$ cat config.mk
export PLATFORM = sky130hd
export DESIGN_NAME = fetch_queue
export DESIGN_NICKNAME = d
export VERILOG_FILES = /design/src/rtl/fetch_queue.sv
export SDC_FILE = /design/constraint.sdc
export NUM_CORES = 1
export LEC_CHECK = 0
export ABC_AREA = 0
export BUFFER_PORTS_ARGS = -buffer_cell sky130_fd_sc_hd__buf_2
export CORE_MARGIN = 10
export CORE_UTILIZATION = 40
export DETAILED_ROUTE_END_ITERATION = 8
export PLACE_DENSITY = 0.64
export SLEW_MARGIN = 10
export SYNTH_ARGS = -nofsm -noshare
export SYNTH_HDL_FRONTEND = slang
export SYNTH_SLANG_ARGS = --single-unit
$ cat constraint.sdc
create_clock -name clk_i -period 5.9 [get_ports clk_i]
set_input_delay 0.295 -clock clk_i [delete_from_list [all_inputs] [get_ports clk_i]]
set_output_delay 0.295 -clock clk_i [all_outputs]
set_load 0.02 [all_outputs]
$ cat src/rtl/fetch_queue.sv
// Fetch stage: issues sequential imem requests under a credit limit, tags each with its PC,
// buffers in-order responses for decode and squashes in-flight responses on redirect.
module fetch_queue #(
    parameter int unsigned   N        = 64,
    parameter int unsigned   ILEN     = 32,
    parameter int unsigned   DEPTH    = 4,
    parameter logic [N-1:0]  RESET_PC = '0
) (
    input  logic            clk_i,
    input  logic            rst_ni,
    input  logic            redirect_valid_i,
    input  logic [N-1:0]    redirect_pc_i,
    output logic            imem_req_valid_o,
    input  logic            imem_req_ready_i,
    output logic [N-1:0]    imem_req_addr_o,
    input  logic            imem_rsp_valid_i,
    input  logic [ILEN-1:0] imem_rsp_data_i,
    output logic            inst_valid_o,
    input  logic            inst_ready_i,
    output logic [ILEN-1:0] inst_data_o,
    output logic [N-1:0]    inst_pc_o
);

    localparam int unsigned PW = $clog2(DEPTH);
    localparam int unsigned CW = $clog2(DEPTH + 1);

    logic [N-1:0]    pc_q, pc_d;
    logic [CW-1:0]   count_q, count_d;
    logic [CW-1:0]   out_q, out_d;
    logic [CW-1:0]   drop_q, drop_d;
    logic [PW-1:0]   rd_ptr_q, rd_ptr_d, wr_ptr_q, wr_ptr_d;
    logic [PW-1:0]   tag_rd_q, tag_rd_d, tag_wr_q, tag_wr_d;
    logic [ILEN-1:0] data_q [DEPTH];
    logic [N-1:0]    qpc_q  [DEPTH];
    logic [N-1:0]    tag_q  [DEPTH];

    logic [CW:0] inflight;
    logic        req_fire, rsp_accept, deq;

    // Queued plus outstanding fetches never exceed DEPTH, so a response always has a slot.
    assign inflight         = {1'b0, count_q} + {1'b0, out_q};
    assign imem_req_valid_o = rst_ni && !redirect_valid_i && (inflight < (CW + 1)'(DEPTH));
    assign imem_req_addr_o  = pc_q;
    assign req_fire         = imem_req_valid_o && imem_req_ready_i;
    assign rsp_accept       = imem_rsp_valid_i && !redirect_valid_i && (drop_q == '0);

    assign inst_valid_o = (count_q != '0) && !redirect_valid_i;
    assign inst_data_o  = data_q[rd_ptr_q];
    assign inst_pc_o    = qpc_q[rd_ptr_q];
    assign deq          = inst_valid_o && inst_ready_i;

    always_comb begin
        pc_d     = pc_q;
        count_d  = count_q;
        out_d    = out_q;
        drop_d   = drop_q;
        rd_ptr_d = rd_ptr_q;
        wr_ptr_d = wr_ptr_q;
        tag_rd_d = tag_rd_q;
        tag_wr_d = tag_wr_q;
        if (redirect_valid_i) begin
            // Every request still in flight after this edge belongs to the old path.
            pc_d     = redirect_pc_i;
            count_d  = '0;
            rd_ptr_d = '0;
            wr_ptr_d = '0;
            tag_rd_d = '0;
            tag_wr_d = '0;
            out_d    = out_q - CW'(imem_rsp_valid_i);
            drop_d   = out_q - CW'(imem_rsp_valid_i);
        end else begin
            out_d = out_q + CW'(req_fire) - CW'(imem_rsp_valid_i);
            if (req_fire) begin
                pc_d     = pc_q + N'(4);
                tag_wr_d = tag_wr_q + PW'(1);
            end
            if (imem_rsp_valid_i && (drop_q != '0)) begin
                drop_d = drop_q - CW'(1);
            end
            if (rsp_accept) begin
                wr_ptr_d = wr_ptr_q + PW'(1);
                tag_rd_d = tag_rd_q + PW'(1);
            end
            if (deq) begin
                rd_ptr_d = rd_ptr_q + PW'(1);
            end
            count_d = count_q + CW'(rsp_accept) - CW'(deq);
        end
    end

    always_ff @(posedge clk_i or negedge rst_ni) begin
        if (!rst_ni) begin
            pc_q     <= RESET_PC;
            count_q  <= '0;
            out_q    <= '0;
            drop_q   <= '0;
            rd_ptr_q <= '0;
            wr_ptr_q <= '0;
            tag_rd_q <= '0;
            tag_wr_q <= '0;
        end else begin
            pc_q     <= pc_d;
            count_q  <= count_d;
            out_q    <= out_d;
            drop_q   <= drop_d;
            rd_ptr_q <= rd_ptr_d;
            wr_ptr_q <= wr_ptr_d;
            tag_rd_q <= tag_rd_d;
            tag_wr_q <= tag_wr_d;
        end
    end

    always_ff @(posedge clk_i or negedge rst_ni) begin
        if (!rst_ni) begin
            for (int i = 0; i < int'(DEPTH); i++) begin
                data_q[i] <= '0;
                qpc_q[i]  <= '0;
                tag_q[i]  <= '0;
            end
        end else begin
            if (req_fire) begin
                tag_q[tag_wr_q] <= pc_q;
            end
            if (rsp_accept) begin
                data_q[wr_ptr_q] <= imem_rsp_data_i;
                qpc_q[wr_ptr_q]  <= tag_q[tag_rd_q];
            end
        end
    end

    // A response with nothing outstanding means the memory side broke ordering.
    assert property (@(posedge clk_i) disable iff (!rst_ni) imem_rsp_valid_i |-> out_q != '0);

endmodule

==> Word level (Yosys, flattened, before mapping) <==
Index checks and enable logic that the tools add are counted.
{ "word_totals": {"output_inout_bits": 162, "regBits": 721, "word_cells": 93, "input_bits": 102} }
{ "op_classes": {"magnitude_cmp": 7, "bitwise_logic": 4, "n_addsub": 12, "mux": 32, "reduce_logical": 18} }
{ "op_table": {"columns": ["cell", "count"], "rows": [
  ["bitwise mux 256 bit", 2],
  ["two-way mux 64 bit", 8],
  ["binary-select mux 64 bit (select 2 bit)", 2],
  ["demux 64 bit (select 2 bit)", 2],
  ["bitwise mux 128 bit", 1],
  ["two-way mux 32 bit", 3],
  ["adder 64 x 3 -> 64 bit (second input constant)", 1],
  ["binary-select mux 32 bit (select 2 bit)", 1],
  ["demux 32 bit (select 2 bit)", 1],
  ["two-way mux 2 bit", 8],
  ["greater-or-equal comparator 3 bit (second input constant)", 4],
  ["two-way mux 3 bit", 4],
  ["NOT 2 -> 3 bit", 4],
  ["logical AND 1 bit", 10],
  ["subtractor 3 x 1 -> 3 bit", 3],
  ["adder 2 x 1 -> 2 bit (second input constant)", 4],
  ["nonzero test 2 bit", 4],
  ["adder 3 x 1 -> 3 bit", 2],
  ["< comparator 3 x 1 -> 1 bit (second input constant)", 2],
  ["nonzero test 3 bit", 2],
  ["adder 3 x 3 -> 4 bit", 1],
  ["< comparator 4 x 3 -> 1 bit (second input constant)", 1],
  ["logical NOT 3 bit", 1],
  ["subtractor 3 x 1 -> 3 bit (second input constant)", 1],
  ["logical NOT 1 bit", 1]
]} }

==> Depth between registers and ports, before layout <==
Gate-level depths: netlist (run 1).
{ "logic_depth": {"ltp_word": 7, "depth_mapped": 15, "depth_no_buf": 12} }

==> Worst setup path before layout (run 1) <==
Ideal clock, no wire load.
{ "synth_path": {"path_type": "register to register", "from": "register count_q[2]", "to": "register out_q[2]", "t_required_ns": 5.821, "path_stages_with_launch": 16, "setup_slack_ns": 2.560, "arrival_time_ns": 3.261, "synth_period_minus_slack_ns": 3.340, "n_path_buf": 3, "setup_ns": 0.079, "cell_sequence": "dfrtp_1 > ha_1 > nor3_1 > and3_1 > and2_1 > clkbuf_1 > inv_1 > clkbuf_1 > clkbuf_1 > ha_1 > inv_1 > ha_1 > fa_1 > xor2_1 > o21ai_0 > xor2_1"} }
{ "synth_via": {"elab_chain_cells": 7} }
{ "synth_rtl": {"columns": ["item", "line", "text"], "rows": [
  ["start, declared", "28", "logic [CW-1:0] count_q, count_d;"],
  ["start signal, assigned", "103", "count_q <= count_d;"],
  ["adder 3 x 3 -> 4 bit", "41", "assign inflight = {1'b0, count_q} + {1'b0, out_q};"],
  ["< comparator 4 x 3 -> 1 bit", "42", "assign imem_req_valid_o = rst_ni && !redirect_valid_i && (inflight < (CW + 1)'(DEPTH));"],
  ["logical AND 1 bit", "42", null],
  ["net imem_req_valid_o", "13", "output logic imem_req_valid_o,"],
  ["logical AND 1 bit", "44", "assign req_fire = imem_req_valid_o && imem_req_ready_i;"],
  ["adder 3 x 1 -> 3 bit", "72", "out_d = out_q + CW'(req_fire) - CW'(imem_rsp_valid_i);"],
  ["subtractor 3 x 1 -> 3 bit", "72", null],
  ["two-way mux 3 bit", "61", "if (redirect_valid_i) begin"],
  ["net out_d[2]", "29", "logic [CW-1:0] out_q, out_d;"],
  ["end signal, assigned", "104", "out_q <= out_d;"],
  ["end, declared", "29", null]
]} }
The timed path passes the listed nets, and every way through them passes these cells.
A chain may end at the register's enable or synchronous reset.

==> Worst setup path after layout (run 1) <==
{ "layout_path": {"from": "input rst_ni", "to": "register out_q[2]"} }
{ "layout_via": {"elab_chain_cells": 6} }
{ "layout_rtl": {"columns": ["item", "line", "text"], "rows": [
  ["start, declared", "10", "input logic rst_ni,"],
  ["logical AND 1 bit (2 in series)", "42", null],
  ["logical AND 1 bit", "44", null],
  ["adder 3 x 1 -> 3 bit", "72", null],
  ["subtractor 3 x 1 -> 3 bit", "72", null],
  ["two-way mux 3 bit", "61", null],
  ["net out_d[2]", "29", null]
]} }
The timed path passes the listed nets, and every way through them passes these cells.

==> tab_implementation.tex, run 1 <==
\begin{tabular}{lr}
\hline
Metric & Value \\
\hline
\multicolumn{2}{l}{\textbf{Outcome}} \\
\quad Result of the run & finished, final reports clean \\
\multicolumn{2}{l}{\textbf{Synth}} \\
\quad Cell with the most instances after synthesis & sky130\_fd\_sc\_hd\_\_dfrtp\_1 \\
\quad EDFF count, synth & 0 \\
\quad Syn nets & 2316 \\
\quad Proportion of synthesized chip area in sequential cells & 0.556 \\
\quad Top-area cell type share of the netlist area & 0.556 \\
\quad Yosys warning count & 0 \\
\quad Post-Syn Area per Cell & 14.8 um2 \\
\quad Most frequently used flop master after synthesis & sky130\_fd\_sc\_hd\_\_dfrtp\_1 \\
\quad Number of distinct library cells after synthesis & 54 \\
\quad Library cell with the largest summed area after synthesis & sky130\_fd\_sc\_hd\_\_dfrtp\_1 \\
\quad Post-synthesis async set-or-reset flop share & 1.00 \\
\quad Gate count of the mapped netlist & 2193 \\
\quad Ranking of synthesized cells by instance count & sky130\_fd\_sc\_hd\_\_dfrtp\_1 (721), sky130\_fd\_sc\_hd\_\_mux2\_2 (627), sky130\_fd\_sc\_hd\_\_mux4\_2 (160) \\
\quad Synthesis-stage register bit count & 721 \\
\quad Mapped cell area & 32400 um2 \\
\quad Synth top area cells & sky130\_fd\_sc\_hd\_\_dfrtp\_1 (56\%), sky130\_fd\_sc\_hd\_\_mux2\_2 (22\%), sky130\_fd\_sc\_hd\_\_mux4\_2 (11\%), sky130\_fd\_sc\_hd\_\_nand2\_1 (1.2\%), sky130\_fd\_sc\_hd\_\_clkbuf\_1 (1.1\%) \\
\multicolumn{2}{l}{\textbf{GRT}} \\
\quad Wire length of the first global-routing pass & 135000 um \\
\quad Vias in the first global route & 21940 \\
\quad Number of antenna violations at the first check in global routing & 3 \\
\quad Pin count of the biggest net entering global routing & 97 \\
\quad Overflow left after global routing & 0 \\
\quad GR Util All Layers & 0.186 \\
\multicolumn{2}{l}{\textbf{Route}} \\
\quad Remaining DRCs & 0 \\
\quad Average vias per placed instance & 5.58 \\
\quad Average routed wire per standard cell & 24.2 um \\
\quad DR pass1 iterations & 5 \\
\quad Total via count in the routed design & 20202 \\
\quad Final ANT Viol Nets & 0 \\
\quad Wire length reported by the detailed router & 87700 um \\
\quad Number of DRC markers in iteration 0 & 1350 \\
\multicolumn{2}{l}{\textbf{Clock network}} \\
\quad CTS tree & built \\
\quad Post-CTS clock slew at the launch and capture registers of the worst setup and hold paths & 0.06 ns \\
\quad Post-CTS resize count & 0 \\
\quad Maximum root-to-sink buffer count & 3 \\
\quad Worst-Skew Late Latency & 0.64 ns \\
\quad Number of buffers created by CTS & 81 \\
\quad Max H-tree Level & 3 \\
\quad Number of buffers added to fix hold violations after cts & 95 \\
\quad Number of sinks driven by the clock tree & 721 \\
\quad \# Post-CTS Setup Buffers & 0 \\
\quad Clock tree root buffer cell & sky130\_fd\_sc\_hd\_\_clkbuf\_16 \\
\multicolumn{2}{l}{\textbf{STA}} \\
\quad Largest clock skew in the final design & 0.0291 ns \\
\quad Slew of the pin with the lowest slew margin & 1.22 ns \\
\quad Tightest slew margin relative to the limit & 0.187 \\
\quad Setup repair after global routing missed its margin & no \\
\quad Total negative slack for setup checks & 0 ns \\
\quad Maximum clock frequency & 0.259 GHz \\
\quad Count of endpoints failing setup in the final report & 0 \\
\quad Post-layout minimum cycle time & 3.85 ns \\
\quad Hold violation count in the final report & 0 \\
\quad Final critical-path share of the clock period & 0.653 \\
\quad Max-slew violation count & 0 \\
\multicolumn{2}{l}{\textbf{Critical path}} \\
\quad Critical path launch point & rst\_ni \\
\quad Critical path type & in2reg \\
\quad Nature of the critical path endpoint & register \\
\quad Data arrival time of the worst path & 4.40 ns \\
\quad Max FO, Critical Path & 96 \\
\quad CP Data Required Time & 6.45 ns \\
\quad Critical path startpoint category & primary input \\
\quad Crit Reg-Reg Startpoint & count\_q[2] \\
\multicolumn{2}{l}{\textbf{Run}} \\
\quad Number of max-cap violations & 0 \\
\multicolumn{2}{l}{\textbf{Pwr}} \\
\quad Pwr dens & 420 nW/um2 \\
\quad Leakage power & 18.2 nW \\
\quad Worst supply voltage drop on vdd & 0.219 mV \\
\multicolumn{2}{l}{\textbf{Placed design}} \\
\quad Total half-perimeter wirelength after legalization and detailed placement & 56500 um \\
\quad \# port buffers & 263 \\
\quad Placer congestion estimate & 0.829 \\
\quad Placed Instance Area & 34700 um2 \\
\multicolumn{2}{l}{\textbf{Floorplanning}} \\
\quad Initial Util & 0.403 \\
\quad Area of the core & 80400 um2 \\
\quad Cell row count & 104 \\
\quad Area of the die & 92900 um2 \\
\quad DIE HEIGHT & 305 um \\
\quad Die X & 305 um \\
\quad I/O pin count & 264 \\
\multicolumn{2}{l}{\textbf{Final layout}} \\
\quad Layout Utilization & 0.476 \\
\quad Final design instance area without fill & 38300 um2 \\
\quad Share of post-route cells with drive strength above 1 & 0.484 \\
\quad Number of nets in the layout & 2613 \\
\quad P\&R area growth vs syn & 18.1\% \\
\multicolumn{2}{l}{\textbf{Min path}} \\
\quad Tightest Hold Check Type & in2reg \\
\quad Startpoint of the most critical hold path & redirect\_pc\_i[47] \\
\hline
\end{tabular}
[through the flow]
| step | worst slack [ns] | cells | hold slack, ns | total power [mW] |
|---|---|---|---|---|
| floorplan | 2.56 | 2193 | -0.000591 | 9.63 |
| global placement | 2.02 | 3372 | 0.373 | 11.0 |
| finish | 2.05 | 3618 | 0.0403 | 16.1 |
| global route | 1.69 | 3615 | 0.0390 | 16.9 |
| detailed placement | 1.99 | 3372 | 0.386 | 11.2 |
| CTS | 2.05 | 3615 | 0.00361 | 16.3 |
[layout make-up]
class | count | area (um2)
Inverter | 23 | 86.3
Antenna cell | 3 | 7.51
Sequential cell | 721 | 18100
Tap cell | 1060 | 1330
Clock buffer | 116 | 2330
Multi-Input combinational cell | 1280 | 13700
Timing Repair Buffer | 383 | 2470
Clock inverter | 32 | 312
Fill cell | 6945 | 42100
[routing by layer]
layer | wire [um] | vias up | GRT usage
li1 | - | 8749 | -
met1 | 36900 | 10738 | 0.240
met2 | 42300 | 608 | 0.302
met3 | 6580 | 105 | 0.0535
met4 | 1910 | 2 | 0.0543
met5 | 13 | - | 0
[cells in the final DEF, fill, tap and decap left out, types with 6 or more instances in the layout]
cell type	n
sky130_fd_sc_hd__clkbuf_8	17
sky130_fd_sc_hd__nand2_4	8
sky130_fd_sc_hd__o21ai_0	60
sky130_fd_sc_hd__nand3_1	46
sky130_fd_sc_hd__nor2_1	37
sky130_fd_sc_hd__clkinv_2	21
sky130_fd_sc_hd__mux2i_1	6
sky130_fd_sc_hd__a21oi_1	11
sky130_fd_sc_hd__inv_1	22
sky130_fd_sc_hd__buf_4	26
sky130_fd_sc_hd__and3_1	7
sky130_fd_sc_hd__nand3b_1	12
sky130_fd_sc_hd__dlygate4sd3_1	95
sky130_fd_sc_hd__ha_1	19
sky130_fd_sc_hd__a22oi_1	8
sky130_fd_sc_hd__mux4_2	160
sky130_fd_sc_hd__buf_2	261
sky130_fd_sc_hd__o211ai_1	19
sky130_fd_sc_hd__a31oi_1	6
sky130_fd_sc_hd__and4_1	6
sky130_fd_sc_hd__nand4_1	28
sky130_fd_sc_hd__nor4_1	6
sky130_fd_sc_hd__mux2_2	627
sky130_fd_sc_hd__nor2b_1	10
sky130_fd_sc_hd__dfrtp_1	717
sky130_fd_sc_hd__o311ai_0	8
sky130_fd_sc_hd__nand2_1	99
sky130_fd_sc_hd__clkbuf_1	18
sky130_fd_sc_hd__a221o_1	12
sky130_fd_sc_hd__xor2_1	13
sky130_fd_sc_hd__nor3_1	16
sky130_fd_sc_hd__clkbuf_16	81
[cell families after synthesis]
kind of cell    count (synthesis)  synth area share
mux                           793             0.331
xor+xnor                       18           0.00486
compound gates                130            0.0258
buf+inv                       192            0.0230
flops                         721             0.556
simple gates                  318            0.0511
fa+ha+maj                      21           0.00856
[state kept, by name, summed over array words and instances, names as in the netlist]
| name | count |
|---|---|
| rd_ptr_q | 2 |
| tag_q | 256 |
| qpc_q | 256 |
| count_q | 3 |
| tag_rd_q | 2 |
| tag_wr_q | 2 |
| drop_q | 3 |
| wr_ptr_q | 2 |
| imem_req_addr_o | 64 |
| out_q | 3 |
| data_q | 128 |
[power by group]
group	internal (mW)	total (mW)	switching [mW]	leakage, nW
clock network	2.93	4.97	2.04	1.32
registers	5.96	6.72	0.755	9.67
logic	2.15	4.38	2.23	7.25
total	11.0	16.1	5.02	18.2
[path summary, 6_finish.rpt]
kind	cells past startpoint	to	slack, ns
hold / removal	3	imem_req_addr_o[47]	0.04
setup reg to reg	12	out_q[2]	2.18
setup / recovery	13	out_q[2]	2.05
min in group asynchronous	2	qpc_q[0]	0.29
max in group asynchronous	4	tag_q[32]	3.41
hold reg to reg	2	tag_q[37]	0.48
[critical path: stages]
cell and delay [ns]:
sky130_fd_sc_hd__dlygate4sd3_1 0.56, sky130_fd_sc_hd__buf_8 0.51, sky130_fd_sc_hd__nor2b_1 0.21, sky130_fd_sc_hd__and3_1 0.16
sky130_fd_sc_hd__and2_2 0.63, sky130_fd_sc_hd__inv_2 0.38, sky130_fd_sc_hd__ha_1 0.39, sky130_fd_sc_hd__inv_1 0.04
sky130_fd_sc_hd__ha_1 0.19, sky130_fd_sc_hd__fa_1 0.39, sky130_fd_sc_hd__xor2_1 0.17, sky130_fd_sc_hd__o21ai_0 0.19
sky130_fd_sc_hd__xor2_1 0.18
Note: power is estimated with default switching activity, not from simulation.
==> inputs of run 2 (changes only) <==
--- a/config.mk
+++ b/config.mk
@@ -10,7 +10,7 @@
 export CORE_MARGIN = 10
 export CORE_UTILIZATION = 40
 export DETAILED_ROUTE_END_ITERATION = 8
-export PLACE_DENSITY = 0.64
+export PLACE_DENSITY = 0.66
 export SLEW_MARGIN = 10
 export SYNTH_ARGS = -nofsm -noshare
 export SYNTH_HDL_FRONTEND = slang
==> constraint.sdc (replaced) <==
create_clock -name clk_i -period 3.1 [get_ports clk_i]
set_input_delay 0.155 -clock clk_i [delete_from_list [all_inputs] [get_ports clk_i]]
set_output_delay 0.155 -clock clk_i [all_outputs]
set_load 0.02 [all_outputs]
==> tab_implementation.tex, run 2 (same netlist as run 1, synthesis figures left out) <==
\begin{tabular}{lr}
\hline
Metric & Value \\
\hline
\multicolumn{2}{l}{\textbf{Floorplanning}} \\
\quad Initial Util & 0.403 \\
\quad Die X & 305 um \\
\quad Area of the core & 80400 um2 \\
\quad Area of the die & 92900 um2 \\
\quad DIE HEIGHT & 305 um \\
\quad I/O pin count & 264 \\
\quad Cell row count & 104 \\
\multicolumn{2}{l}{\textbf{Critical path}} \\
\quad CP Data Required Time & 3.64 ns \\
\quad Data arrival time of the worst path & 3.35 ns \\
\quad Nature of the critical path endpoint & register \\
\quad Critical path type & reg2reg \\
\quad Max FO, Critical Path & 3 \\
\quad Critical path startpoint category & register \\
\multicolumn{2}{l}{\textbf{GRT}} \\
\quad Number of antenna violations at the first check in global routing & 4 \\
\quad Met3 Track Usage GR & 0.0522 \\
\quad GR Util All Layers & 0.184 \\
\quad M1 GR Usage & 0.236 \\
\quad Vias in the first global route & 21927 \\
\quad Pin count of the biggest net entering global routing & 172 \\
\quad GRT met2 Usage & 0.302 \\
\quad Overflow left after global routing & 0 \\
\quad Most congested layer reported by global routing & met2 \\
\quad Wire length of the first global-routing pass & 134000 um \\
\multicolumn{2}{l}{\textbf{Run}} \\
\quad Number of max-cap violations & 0 \\
\multicolumn{2}{l}{\textbf{Route}} \\
\quad Remaining DRCs & 0 \\
\quad Average routed wire per standard cell & 23.8 um \\
\quad Final ANT Viol Nets & 0 \\
\quad Wire length reported by the detailed router & 86700 um \\
\quad Total via count in the routed design & 20253 \\
\quad Average vias per placed instance & 5.55 \\
\quad Number of DRC markers in iteration 0 & 1402 \\
\quad DR pass1 iterations & 5 \\
\multicolumn{2}{l}{\textbf{Final layout}} \\
\quad Most frequent cells in the layout & sky130\_fd\_sc\_hd\_\_dfrtp\_1 (717), sky130\_fd\_sc\_hd\_\_mux2\_2 (627), sky130\_fd\_sc\_hd\_\_buf\_2 (261) \\
\quad Leading registers by flop count & qpc\_q: 256 flops, tag\_q: 256 flops, data\_q: 128 flops \\
\quad Most common cell after layout, fill and taps aside & sky130\_fd\_sc\_hd\_\_dfrtp\_1 \\
\quad P\&R area growth vs syn & 20.0\% \\
\quad Layout Utilization & 0.484 \\
\quad Number of nets in the layout & 2642 \\
\quad Share of post-route cells with drive strength above 1 & 0.488 \\
\multicolumn{2}{l}{\textbf{STA}} \\
\quad Tightest slew margin relative to the limit & 0.285 \\
\quad Count of endpoints failing setup in the final report & 0 \\
\quad Setup repair after global routing missed its margin & no \\
\quad Total negative slack for setup checks & 0 ns \\
\quad Maximum clock frequency & 0.356 GHz \\
\quad Max-slew violation count & 0 \\
\quad Final critical-path share of the clock period & 0.906 \\
\quad Largest clock skew in the final design & 0.0260 ns \\
\quad Slew of the pin with the lowest slew margin & 1.07 ns \\
\quad Hold violation count in the final report & 0 \\
\quad Post-layout minimum cycle time & 2.81 ns \\
\multicolumn{2}{l}{\textbf{Min path}} \\
\quad Tightest Hold Check Type & in2reg \\
\multicolumn{2}{l}{\textbf{Clock network}} \\
\quad CTS tree & built \\
\quad Worst-Skew Late Latency & 0.64 ns \\
\quad \# Post-CTS Setup Buffers & 0 \\
\quad Clock tree root buffer cell & sky130\_fd\_sc\_hd\_\_clkbuf\_16 \\
\quad Number of buffers created by CTS & 79 \\
\quad Post-CTS resize count & 0 \\
\quad Max H-tree Level & 3 \\
\quad Maximum root-to-sink buffer count & 3 \\
\quad Post-CTS clock slew at the launch and capture registers of the worst setup and hold paths & 0.06 ns \\
\quad Number of sinks driven by the clock tree & 721 \\
\multicolumn{2}{l}{\textbf{Pwr}} \\
\quad Switching portion of total power & 0.309 \\
\quad Part of the total power dissipated in combinational logic & 0.277 \\
\quad Part of the power in registers & 0.405 \\
\quad Leakage power & 18.5 nW \\
\quad Net switching component of the power & 9.60 mW \\
\quad Clock Power Share & 0.318 \\
\quad Pwr dens & 799 nW/um2 \\
\quad Power Internal & 21.5 mW \\
\quad Worst supply voltage drop on vdd & 0.432 mV \\
\multicolumn{2}{l}{\textbf{Outcome}} \\
\quad Result of the run & finished, final reports clean \\
\multicolumn{2}{l}{\textbf{Placed design}} \\
\quad Total half-perimeter wirelength after legalization and detailed placement & 57100 um \\
\quad Placer congestion estimate & 0.802 \\
\quad \# port buffers & 263 \\
\hline
\end{tabular}
## run 2: cell count changes in the layout (fill, tap and decap cells not counted), sizes merged
cell,delta
buf,+26
bufinv,+5
clkbuf,-1
clkinv,-5
clkinvlp,-1
dlygate4sd3,+5
inv,+1
## run 2: power by group through the flow
| stage | logic [mW] | registers [mW] | clock network, mW |
|---|---|---|---|
| final | 8.60 | 12.6 | 9.90 |
| after global routing | 9.33 | 12.8 | 10.5 |
| after CTS | 8.81 | 12.6 | 10.1 |
| after detailed placement | 8.69 | 12.8 | 0 |
| after global placement | 8.43 | 12.5 | 0 |
| after floorplan | 6.02 | 12.3 | 0 |
## run 2: layout make-up
type	instances	area, um2
fill	6817	41500
sequential	721	18100
multi-input combinational	1280	13700
timing repair buffer	414	2940
clock buffer	115	2290
tap	1060	1330
clock inverter	32	489
inverter	23	86.3
antenna	3	7.51
## run 2: stage by stage
| stage | hold WS (ns) | setup slack [ns] | cell area [um2] | total power, mW | cells |
|---|---|---|---|---|---|
| final | 0.0760 | 0.290 | 38900 | 31.1 | 3648 |
| after detailed placement | -0.0443 | 0.301 | 35100 | 21.5 | 3398 |
| after CTS | 0.0184 | 0.259 | 38900 | 31.5 | 3645 |
| after floorplan | -0.141 | 0.00356 | 32500 | 18.3 | 2193 |
| after global routing | 0.0582 | 0.133 | 38900 | 32.7 | 3645 |
| after global placement | -0.0433 | 0.339 | 35100 | 21.0 | 3398 |
## run 2: timing repair
item | 4_1_cts | 5_1_grt
endpoints found under the setup margin | 0 | 0
hold buffers | 100 | 0
endpoints found under the hold margin | 505 | 0
## run 2: metal layers
layer / part of all wire / routed length, um / vias to the layer above
met3: 0.078 / 6750 / 103
li1: - / - / 8807
met2: 0.48 / 41900 / 566
met5: 0.00015 / 13 / -
met1: 0.42 / 36200 / 10775
met4: 0.021 / 1780 / 2
## run 2: path summary, 6_finish.rpt
kind                         startpoint           to  slack [ns]  depth (start not counted)
max reg2reg                  count_q[2]     out_q[2]        0.29                         12
min in group asynchronous        rst_ni   count_q[2]        0.25                          3
max in group asynchronous        rst_ni  rd_ptr_q[1]        1.06                          4
min                        inst_ready_i  rd_ptr_q[0]        0.08                          3
max                          count_q[2]     out_q[2]        0.29                         12
min reg2reg                  tag_q[165]   tag_q[165]        0.48                          2
## run 2: critical path, cell delays in order, from the launching register on
cell and delay (ns):
sky130_fd_sc_hd__dfrtp_1 0.41, sky130_fd_sc_hd__ha_1 0.31, sky130_fd_sc_hd__nor3_1 0.17, sky130_fd_sc_hd__and3_4 0.20
sky130_fd_sc_hd__and2_2 0.19, sky130_fd_sc_hd__inv_2 0.06, sky130_fd_sc_hd__ha_1 0.27, sky130_fd_sc_hd__inv_1 0.04
sky130_fd_sc_hd__ha_1 0.18, sky130_fd_sc_hd__fa_1 0.39, sky130_fd_sc_hd__xor2_1 0.18, sky130_fd_sc_hd__o21ai_1 0.15
sky130_fd_sc_hd__xor2_1 0.18
